===== src/rtl/arb_pkg.sv =====
// Shared types and helpers for the rr_arb8 round-robin arbiter.
package arb_pkg;

    localparam int N_REQ = 8;
    localparam int IDX_W = 3;

    typedef enum logic {
        IDLE = 1'b0,
        BUSY = 1'b1
    } state_e;

    // Input must be one-hot or zero; zero maps to index 0.
    function automatic logic [IDX_W-1:0] onehot_to_idx(input logic [N_REQ-1:0] oh);
        logic [IDX_W-1:0] idx;
        idx = '0;
        for (int unsigned i = 0; i < N_REQ; i++) begin
            if (oh[i]) idx = idx | IDX_W'(i);
        end
        return idx;
    endfunction

endpackage


===== src/rtl/rr_arb8_if.sv =====
// Request/grant bundle between the requesters (master) and rr_arb8 (slave).
interface rr_arb8_if;
    import arb_pkg::*;

    logic             en;
    logic [N_REQ-1:0] req;
    logic [N_REQ-1:0] gnt;
    logic [IDX_W-1:0] gnt_idx;
    logic             gnt_vld;
    logic             timeout;

    modport master (
        output en, req,
        input  gnt, gnt_idx, gnt_vld, timeout
    );

    modport slave (
        input  en, req,
        output gnt, gnt_idx, gnt_vld, timeout
    );

endinterface


===== src/rtl/rr_arb8_pick.sv =====
// rr_pick: first set request searching circularly upward from ptr.
module rr_pick
    import arb_pkg::*;
(
    input  logic [N_REQ-1:0] req,
    input  logic [IDX_W-1:0] ptr,
    output logic [N_REQ-1:0] pick_oh,
    output logic [IDX_W-1:0] pick_idx,
    output logic             pick_vld
);

    logic [2*N_REQ-1:0] req_dbl;
    logic [N_REQ-1:0]   rot;
    logic [N_REQ-1:0]   rot_oh;
    logic [2*N_REQ-1:0] oh_dbl;

    always_comb begin
        // Rotate so ptr lands on bit 0, isolate lowest set bit, rotate back.
        req_dbl  = {req, req} >> ptr;
        rot      = req_dbl[N_REQ-1:0];
        rot_oh   = rot & (~rot + N_REQ'(1));
        oh_dbl   = {rot_oh, rot_oh} << ptr;
        pick_oh  = oh_dbl[2*N_REQ-1:N_REQ];
        pick_idx = onehot_to_idx(pick_oh);
        pick_vld = |req;
    end

endmodule


===== src/rtl/rr_arb8.sv =====
// Round-robin arbiter for 8 requesters with grant hold until release.
// Optional hold limit with timeout pulse: define ARB_HOLD_LIMIT_EN.
module rr_arb8
    import arb_pkg::*;
#(
    parameter logic [IDX_W-1:0] PTR_INIT = 3'd0,
    parameter int               HOLD_MAX = 16
) (
    input logic        clk,
    input logic        rst,
    rr_arb8_if.slave   bus
);

    if (HOLD_MAX < 2 || HOLD_MAX > 255) begin : g_bad_hold_max
        $error("rr_arb8: HOLD_MAX must be within 2..255");
    end

    state_e           state_q, state_d;
    logic [IDX_W-1:0] ptr_q, ptr_d;
    logic [N_REQ-1:0] gnt_q, gnt_d;
    logic [IDX_W-1:0] gnt_idx_q, gnt_idx_d;
    logic             gnt_vld_q, gnt_vld_d;
    logic             grant_new;
    logic             revoke;

    logic [IDX_W-1:0] pick_ptr;
    logic [N_REQ-1:0] pick_oh;
    logic [IDX_W-1:0] pick_idx;
    logic             pick_vld;

    // While busy, the search starts just past the owner so a handoff sees the post-release ptr.
    assign pick_ptr = (state_q == BUSY) ? gnt_idx_q + 3'd1 : ptr_q;

    rr_pick u_pick (
        .req      (bus.req),
        .ptr      (pick_ptr),
        .pick_oh  (pick_oh),
        .pick_idx (pick_idx),
        .pick_vld (pick_vld)
    );

`ifdef ARB_HOLD_LIMIT_EN
    localparam logic [7:0] HOLD_LAST = 8'(HOLD_MAX - 1);

    logic [7:0] cnt_q, cnt_d;
    logic       timeout_q, timeout_d;

    assign revoke = (state_q == BUSY) && (cnt_q == HOLD_LAST);

    always_comb begin
        cnt_d     = '0;
        timeout_d = revoke && bus.req[gnt_idx_q];
        if (state_d == BUSY && !grant_new) cnt_d = cnt_q + 8'd1;
    end

    always_ff @(posedge clk) begin
        if (rst) begin
            cnt_q     <= '0;
            timeout_q <= 1'b0;
        end else begin
            cnt_q     <= cnt_d;
            timeout_q <= timeout_d;
        end
    end

    assign bus.timeout = timeout_q;
`else
    assign revoke      = 1'b0;
    assign bus.timeout = 1'b0;
`endif

    always_comb begin
        state_d   = state_q;
        ptr_d     = ptr_q;
        gnt_d     = gnt_q;
        gnt_idx_d = gnt_idx_q;
        gnt_vld_d = gnt_vld_q;
        grant_new = 1'b0;
        unique case (state_q)
            IDLE: begin
                gnt_d     = '0;
                gnt_idx_d = '0;
                gnt_vld_d = 1'b0;
                if (bus.en && pick_vld) begin
                    state_d   = BUSY;
                    gnt_d     = pick_oh;
                    gnt_idx_d = pick_idx;
                    gnt_vld_d = 1'b1;
                    grant_new = 1'b1;
                end
            end
            BUSY: begin
                if (!bus.req[gnt_idx_q] || revoke) begin
                    ptr_d = pick_ptr;
                    if (bus.en && pick_vld) begin
                        gnt_d     = pick_oh;
                        gnt_idx_d = pick_idx;
                        gnt_vld_d = 1'b1;
                        grant_new = 1'b1;
                    end else begin
                        state_d   = IDLE;
                        gnt_d     = '0;
                        gnt_idx_d = '0;
                        gnt_vld_d = 1'b0;
                    end
                end
            end
            default: state_d = IDLE;
        endcase
    end

    always_ff @(posedge clk) begin
        if (rst) begin
            state_q   <= IDLE;
            ptr_q     <= PTR_INIT;
            gnt_q     <= '0;
            gnt_idx_q <= '0;
            gnt_vld_q <= 1'b0;
        end else begin
            state_q   <= state_d;
            ptr_q     <= ptr_d;
            gnt_q     <= gnt_d;
            gnt_idx_q <= gnt_idx_d;
            gnt_vld_q <= gnt_vld_d;
        end
    end

    assign bus.gnt     = gnt_q;
    assign bus.gnt_idx = gnt_idx_q;
    assign bus.gnt_vld = gnt_vld_q;

endmodule


===== src/flat_wrapper.sv =====
// flat-port wrapper written by rule: the top's interface ports become plain ports
module rr_arb8_flat import arb_pkg::*;
#(
    parameter logic [IDX_W-1:0] PTR_INIT = 3'd0,
    parameter int               HOLD_MAX = 16
)
  (clk, rst, bus_en, bus_req, bus_gnt, bus_gnt_idx, bus_gnt_vld, bus_timeout);
  rr_arb8_if bus_i ();
  input logic clk;
  input logic rst;
  input wire logic [$bits(bus_i.en)-1:0] bus_en;
  input wire logic [$bits(bus_i.req)-1:0] bus_req;
  output wire logic [$bits(bus_i.gnt)-1:0] bus_gnt;
  output wire logic [$bits(bus_i.gnt_idx)-1:0] bus_gnt_idx;
  output wire logic [$bits(bus_i.gnt_vld)-1:0] bus_gnt_vld;
  output wire logic [$bits(bus_i.timeout)-1:0] bus_timeout;
  assign bus_i.en = bus_en;
  assign bus_i.req = bus_req;
  assign bus_gnt = bus_i.gnt;
  assign bus_gnt_idx = bus_i.gnt_idx;
  assign bus_gnt_vld = bus_i.gnt_vld;
  assign bus_timeout = bus_i.timeout;
  rr_arb8 #(.PTR_INIT(PTR_INIT), .HOLD_MAX(HOLD_MAX)) u_core (.clk(clk), .rst(rst), .bus(bus_i));
endmodule

===== config.mk =====
export PLATFORM = sky130hd
export DESIGN_NAME = rr_arb8_flat
export DESIGN_NICKNAME = d
export VERILOG_FILES = /design/src/rtl/arb_pkg.sv /design/src/rtl/rr_arb8_if.sv /design/src/rtl/rr_arb8_pick.sv /design/src/rtl/rr_arb8.sv /design/src/flat_wrapper.sv
export SDC_FILE = /design/constraint.sdc
export NUM_CORES = 1
export LEC_CHECK = 0
export CORE_ASPECT_RATIO = 1.4
export CORE_MARGIN = 2
export CORE_UTILIZATION = 55
export CTS_CLUSTER_SIZE = 8
export DETAILED_ROUTE_END_ITERATION = 10
export DONT_BUFFER_PORTS = 1
export HOLD_SLACK_MARGIN = 0.12
export PLACE_DENSITY = 0.71
export REMOVE_ABC_BUFFERS = 1
export SLEW_MARGIN = 40
export SYNTH_ARGS = -nofsm -noshare
export SYNTH_HDL_FRONTEND = slang
export SYNTH_HIERARCHICAL = 1
export SYNTH_SLANG_ARGS = --single-unit

===== constraint.sdc =====
create_clock -name clk -period 2.99 [get_ports clk]
set_clock_uncertainty 0.2 [all_clocks]
set_input_delay 0.7475 -clock clk [delete_from_list [all_inputs] [get_ports clk]]
set_output_delay 0.7475 -clock clk [all_outputs]
set_load 0.02 [all_outputs]

# Word level (Yosys, flattened, before mapping)
# Index checks and enable logic that the tools add are counted.
word_totals:
  out_inout_bits: 13
  elab_cells: 39
  reg_bits: 16
op_classes:
  eq_ne: 1
  add_sub_neg: 2
  order_cmp: 1
  bitwise: 4
  shift: 2
  n_reduce_logical: 3
  n_mux: 21
ops:
  columns: ["op", "count"]
  rows:
  - ["$mux 3", 7]
  - ["$mux 8", 2]
  - ["$pmux 8 s2", 1]
  - ["$shl 16x3->16", 1]
  - ["$shr 16x3->8", 1]
  - ["$add 8x1->8 const B", 1]
  - ["$and 8x8->8", 1]
  - ["$not 8->8", 1]
  - ["$reduce_or 8->1", 1]
  - ["$pmux 3 s2", 1]
  - ["$mux 1", 5]
  - ["$lt 3x4->1 const B", 1]
  - ["$mux 2", 2]
  - ["$pmux 1 s2", 2]
  - ["$add 3x1->3 const B", 1]
  - ["$bmux 1 s3", 1]
  - ["$ne 2x2->1 const B", 1]
  - ["$not 1->1", 2]
  - ["$reduce_and 2->1", 1]
  - ["$logic_and 1x1->1", 1]

# Depth between registers and ports, before layout
logic_depth:
  word_depth: 17
  ltp_mapped: 13

# Modules after synthesis
# The synthesis kept the hierarchy.
modules_own_cells:
  columns: ["module", "cells_per_inst", "instances", "area_per_inst_um2", "seq_area_each_um2"]
  rows:
  - ["rr_pick", 122, 1, 887.1, 0.0]
  - ["rr_arb8", 89, 1, 847.1, 320.3]

# Worst setup path after synthesis
# No wires, ideal clock.
synth_path:
  path_kind: "reg-to-reg"
  start: "register u_core.gnt_idx_q[1], in the netlist u_core/bus.gnt_idx[1]"
  end: "register u_core.gnt_idx_q[2], in the netlist u_core/bus.gnt_idx[2]"
  t_required_ns: 2.671
  n_path_buf: 1
  path_slack_ns: 0.034
  period_less_slack_ns: 2.956
  arrival_time_ns: 2.637
  path_stages_with_launch: 13
  cell_sequence: "dfxtp_1 > ha_1 > xnor2_1 > a21oi_1 > buf_4 > mux4_2 > nand2b_1 > mux2i_1 > o31ai_1 > mux2i_1 > nand4_1 > nand2_1 > mux2i_1"
synth_between:
  elab_chain_cells: 14
  word_cells_on_any_way: 17
  cone_classes: "add/sub (2); eq/ne (1); shift (2); mux (10); bitwise (2)"
synth_rtl:
  columns: ["element", "line_no", "text"]
  rows:
  - ["start, declared", "rr_arb8.sv:21", "logic [IDX_W-1:0] gnt_idx_q, gnt_idx_d;"]
  - ["start signal, assigned", "rr_arb8.sv:123", "gnt_idx_q <= gnt_idx_d;"]
  - ["$add 3x1->3 (*)", "rr_arb8.sv:32", "assign pick_ptr = (state_q == BUSY) ? gnt_idx_q + 3'd1 : ptr_q;"]
  - ["$mux 3 (*)", "rr_arb8.sv:32", null]
  - ["via u_core.pick_ptr[2]", "rr_arb8.sv:26", "logic [IDX_W-1:0] pick_ptr;"]
  - ["$shr 16x3->8", "rr_arb8_pick.sv:19", "req_dbl = {req, req} >> ptr;"]
  - ["$not 8->8", "rr_arb8_pick.sv:21", "rot_oh = rot & (~rot + N_REQ'(1));"]
  - ["$add 8x1->8", "rr_arb8_pick.sv:21", null]
  - ["$and 8x8->8", "rr_arb8_pick.sv:21", null]
  - ["$shl 16x3->16 (*)", "rr_arb8_pick.sv:22", "oh_dbl = {rot_oh, rot_oh} << ptr;"]
  - ["$mux 3 (3 in a row)", "arb_pkg.sv:17", "if (oh[i]) idx = idx | IDX_W'(i);"]
  - ["$mux 3 (*)", "arb_pkg.sv:17", null]
  - ["via u_core.pick_idx[2]", "rr_arb8.sv:28", "logic [IDX_W-1:0] pick_idx;"]
  - ["$mux 3 (*)", "rr_arb8.sv:84, rr_arb8.sv:95", null]
  - ["$mux 3", "rr_arb8.sv:93", "if (!bus.req[gnt_idx_q] || revoke) begin"]
  - ["$pmux 3 s2 (*)", "rr_arb8.sv:79", "unique case (state_q)"]
# The timed path passes the listed nets; every way through them passes the cells marked *. The select of a mux whose other input is x is not followed.
# A chain may end at the register's enable or synchronous reset.

# Worst setup path after layout
# Same ends and word-level chain as after synthesis.

==> flow_metrics.py <==
metrics = {
    "routing": {
        "wl_per_cell_um": 18.8,
        "drt_wl_total_um": 5070,
        "drc": 0,
        "avgViaCountPerCell": 6.40,
        "initialDrtViolationCount": 77,
        "drt.antenna.violating_nets": 0,
        "vias": 1728,
        "dr.pass1.iters": 4,
    },
    "clock_tree": {
        "clk_latency_ps": 250,
        "ctsHoldBuffers": 0,
        "cts_tree": "built",
        "root_buffer": "clkbuf_8",
        "cts_max_level": 1,
        "cts.sinks": 16,
        "cts_made_buffers": 3,
        "path_clk_slew_ps": 60,
        "cts_max_path_buffers": 2,
    },
    "sta": {
        "hold_violations": 0,
        "drv_slew": 0,
        "rsz0062_at_grt": "true",
        "relSlewSlack_pct": 48.2,
        "max_freq_ghz": 0.333,
        "period_needed_ps": 3010,
        "fin_ws_ps": -16.0,
        "finalSetupViolCount": 2,
        "holdWs_ps": 297,
        "finalCritPeriodShare_pct": 101,
        "tightest_slew_ps": 774,
    },
    "synth": {
        "syn_avg_cell_area_um2": 8.22,
        "ys_types": 56,
        "synthArstFlopShare_pct": 0,
        "synthesis.area_um2": 1730,
        "synth_area_leader_cell": "dfxtp_1",
        "ys_seq_area_share_pct": 18.5,
        "yosysWarnings": 6,
        "synthTopCellsByArea": "dfxtp_1 (18%), mux2i_1 (15%), nand2_1 (5.6%)",
        "netlist_instances": 211,
        "synth_top_area_share_pct": 18.5,
        "synth_edf_count": 0,
        "synth_seq_cells": 16,
        "synth-main-ff-cell": "dfxtp_1",
    },
    "place": {
        "hpwlAfterDp_um": 3390,
        "place_ws_ps": -53.4,
        "place.port_buffers": 0,
        "gp_congestion": 0.951,
    },
    "setup_path": {
        "slowest_delay_ps": 360,
        "critical_path_required_ps": 2970,
        "critPathSlowestCell": "or3b_1",
        "cp.arrival_ps": 2990,
        "critPathMaxFanout": 5,
        "critical_path_class": "reg -> reg",
        "start_kind": "flip-flop",
        "end_kind": "flip-flop",
        "cp_cell_sequence": "ha_4 > xnor2_2 > a21oi_4 > clkbuf_16 > or3b_1 > a21oi_2 > o211ai_1 > buf_4 > o31ai_4 > mux2i_2 > nand4_1 > nand2_1 > mux2i_1",
    },
    "floorplanning": {
        "die-area_um2": 3620,
        "fp.dieW_um": 51.5,
        "die_h_um": 70.4,
        "io_pins": 24,
        "coreArea_um2": 3060,
        "rows": 24,
        "start_util_pct": 56.6,
    },
    "global_route": {
        "grt_antenna_before_repair": 0,
        "gr-usage-all-layers_pct": 25.8,
        "grtUsageMet3_pct": 2.35,
        "gr-total-overflow": 0,
        "globalRouteMet2Util_pct": 46.3,
        "first_global_vias": 1633,
        "globalRouteMet1Util_pct": 29.3,
        "top_usage_layer": "met2",
        "grt_max_degree": 21,
        "grt_pass1_wl_um": 7290,
    },
    "pwr": {
        "total_power_w": 0.000865,
        "p_leak_nw": 0.827,
        "ir_drop_mv": 0.284,
        "power.density_nw_per_um2": 400,
    },
    "finish": {
        "area_delta_synth_final_pct": 24.7,
        "drive_gt1_share_pct": 34.6,
        "diodes": 0,
        "nets": 244,
    },
    "run_status": {
        "status": "finished with violations",
        "violations": "setup timing",
    },
    "job": {
        "cap_violations": 0,
    },
    "min_path": {
        "hold_class": "reg -> reg",
    },
}
cells in the final DEF, fill, tap and decap left out, types with 2 or more instances in the layout:
| master | synthesis | final |
|---|---|---|
| nor3_1 | 4 | 3 |
| nor2_1 | 14 | 13 |
| mux2i_1 | 26 | 23 |
| nand3b_1 | 3 | 3 |
| clkbuf_8 | 0 | 4 |
| nor2b_1 | 4 | 4 |
| a21oi_2 | 0 | 2 |
| or3b_1 | 3 | 3 |
| nand2_1 | 26 | 26 |
| a21oi_1 | 8 | 5 |
| dfxtp_2 | 0 | 3 |
| o31ai_1 | 5 | 4 |
| o211ai_1 | 3 | 3 |
| dfxtp_1 | 16 | 13 |
| nand2b_1 | 15 | 14 |
| mux4_2 | 2 | 2 |
| nand3_1 | 3 | 3 |
| inv_1 | 9 | 9 |
| mux2i_4 | 0 | 2 |
| buf_4 | 4 | 30 |
| nor4_1 | 4 | 4 |
| nand4_1 | 2 | 2 |
| buf_6 | 5 | 2 |
| mux2_2 | 8 | 7 |
kinds of logic (layout without fill, tap and decap cells):
logic type	count (synthesis)	in the layout	synth area share [%]
adders and majority gates	1	1	0.721
DFF	16	16	18.5
and+or+nand+nor	90	90	29.1
other	1	1	0.216
muxes	36	36	22.8
buffers and inverters	28	48	9.31
AOI/OAI and AO/OA	37	37	18.3
xor gates and xnor gates	2	2	1.01
metal layers:
metal | vias up | routed length [um]
met5 | - | 0
met1 | 810 | 1940
met2 | 94 | 2550
li1 | 800 | -
met3 | 24 | 331
met4 | 0 | 251
worst max-delay path, delay by kind of cell (launching register included):
kind	cells	cell delay, ps
AO/OA/AOI/OAI	4	930
AND/OR/NAND/NOR	3	500
buffers and inverters	2	370
flip-flops	1	330
multiplexers	2	270
adder cells (fa/ha/maj)	1	160
XOR/XNOR	1	150
worst paths after layout:
check / startpoint / to / slack (ps) / cells past startpoint
worst max-delay path: u_core/bus.gnt_idx[1] / u_core/bus.gnt_idx[2] / -20 / 13
worst min register to register: u_core/ptr_q[1] / u_core/ptr_q[1] / 300 / 2
worst max register to register: u_core/bus.gnt_idx[1] / u_core/bus.gnt_idx[2] / -20 / 13
worst min-delay path: u_core/ptr_q[1] / u_core/ptr_q[1] / 300 / 2
metrics by stage:
| stage | utilization, % | std cells | TNS (ps) | instance area, um2 |
|---|---|---|---|---|
| 2_1_floorplan | - | 193 | -12300 | 1610 |
| 3_3_place_gp | 59.8 | 253 | 0 | 1830 |
| 3_5_place_dp | 59.8 | 253 | -118 | 1830 |
| 4_1_cts | 63.0 | 258 | 0 | 1930 |
| 5_1_grt | 70.6 | 270 | -415 | 2160 |
| 6_report | 70.6 | 270 | -27.4 | 2160 |
power by group:
part           leakage (nW)  total (W)  switching, W  internal (W)
combinational         0.667   0.000426      0.000226      0.000200
sequential            0.131   0.000248     0.0000199      0.000229
clock                0.0288   0.000190     0.0000731      0.000117
registers in the layout, indices dropped and copies added (netlist names):
register,flops
u_core/bus.gnt,8
u_core/bus.gnt_idx,3
u_core/bus.gnt_vld,1
u_core/ptr_q,3
u_core/state_q,1
synthesized netlist by cell type (2+ instances only):
master and instances:
nor2_1 14, a211oi_1 2, nand3b_1 3, mux2i_1 26, xnor2_1 2, mux4_2 2
nand2b_1 15, nand4_1 2, nand2_1 26, inv_1 9, nor4bb_1 2, nor3_1 4
o211ai_1 3, o41ai_1 2, buf_4 4, buf_6 5, clkbuf_1 6, dfxtp_1 16
mux2_2 8, a21oi_1 8, o31ai_1 5, nor2b_1 4, nor4_1 4, buf_2 2
or3b_1 3, nor4b_1 2, nand3_1 3
final cells by class:
class | count | area [um2]
Multi-Input combinational cell | 167 | 1400
Sequential cell | 16 | 324
Tap cell | 39 | 48.8
Clock buffer | 4 | 55.1
Inverter | 10 | 37.5
Timing Repair Buffer | 34 | 293
Fill cell | 259 | 901
timing repair:
item,4_1_cts,5_1_grt
pin swaps,1,10
hold endpoints to repair,0,0
gates resized for setup,6,27
setup endpoints to repair,7,11
buffers inserted,1,11
gates cloned,0,1
Note: power is estimated with default switching activity, not from simulation.
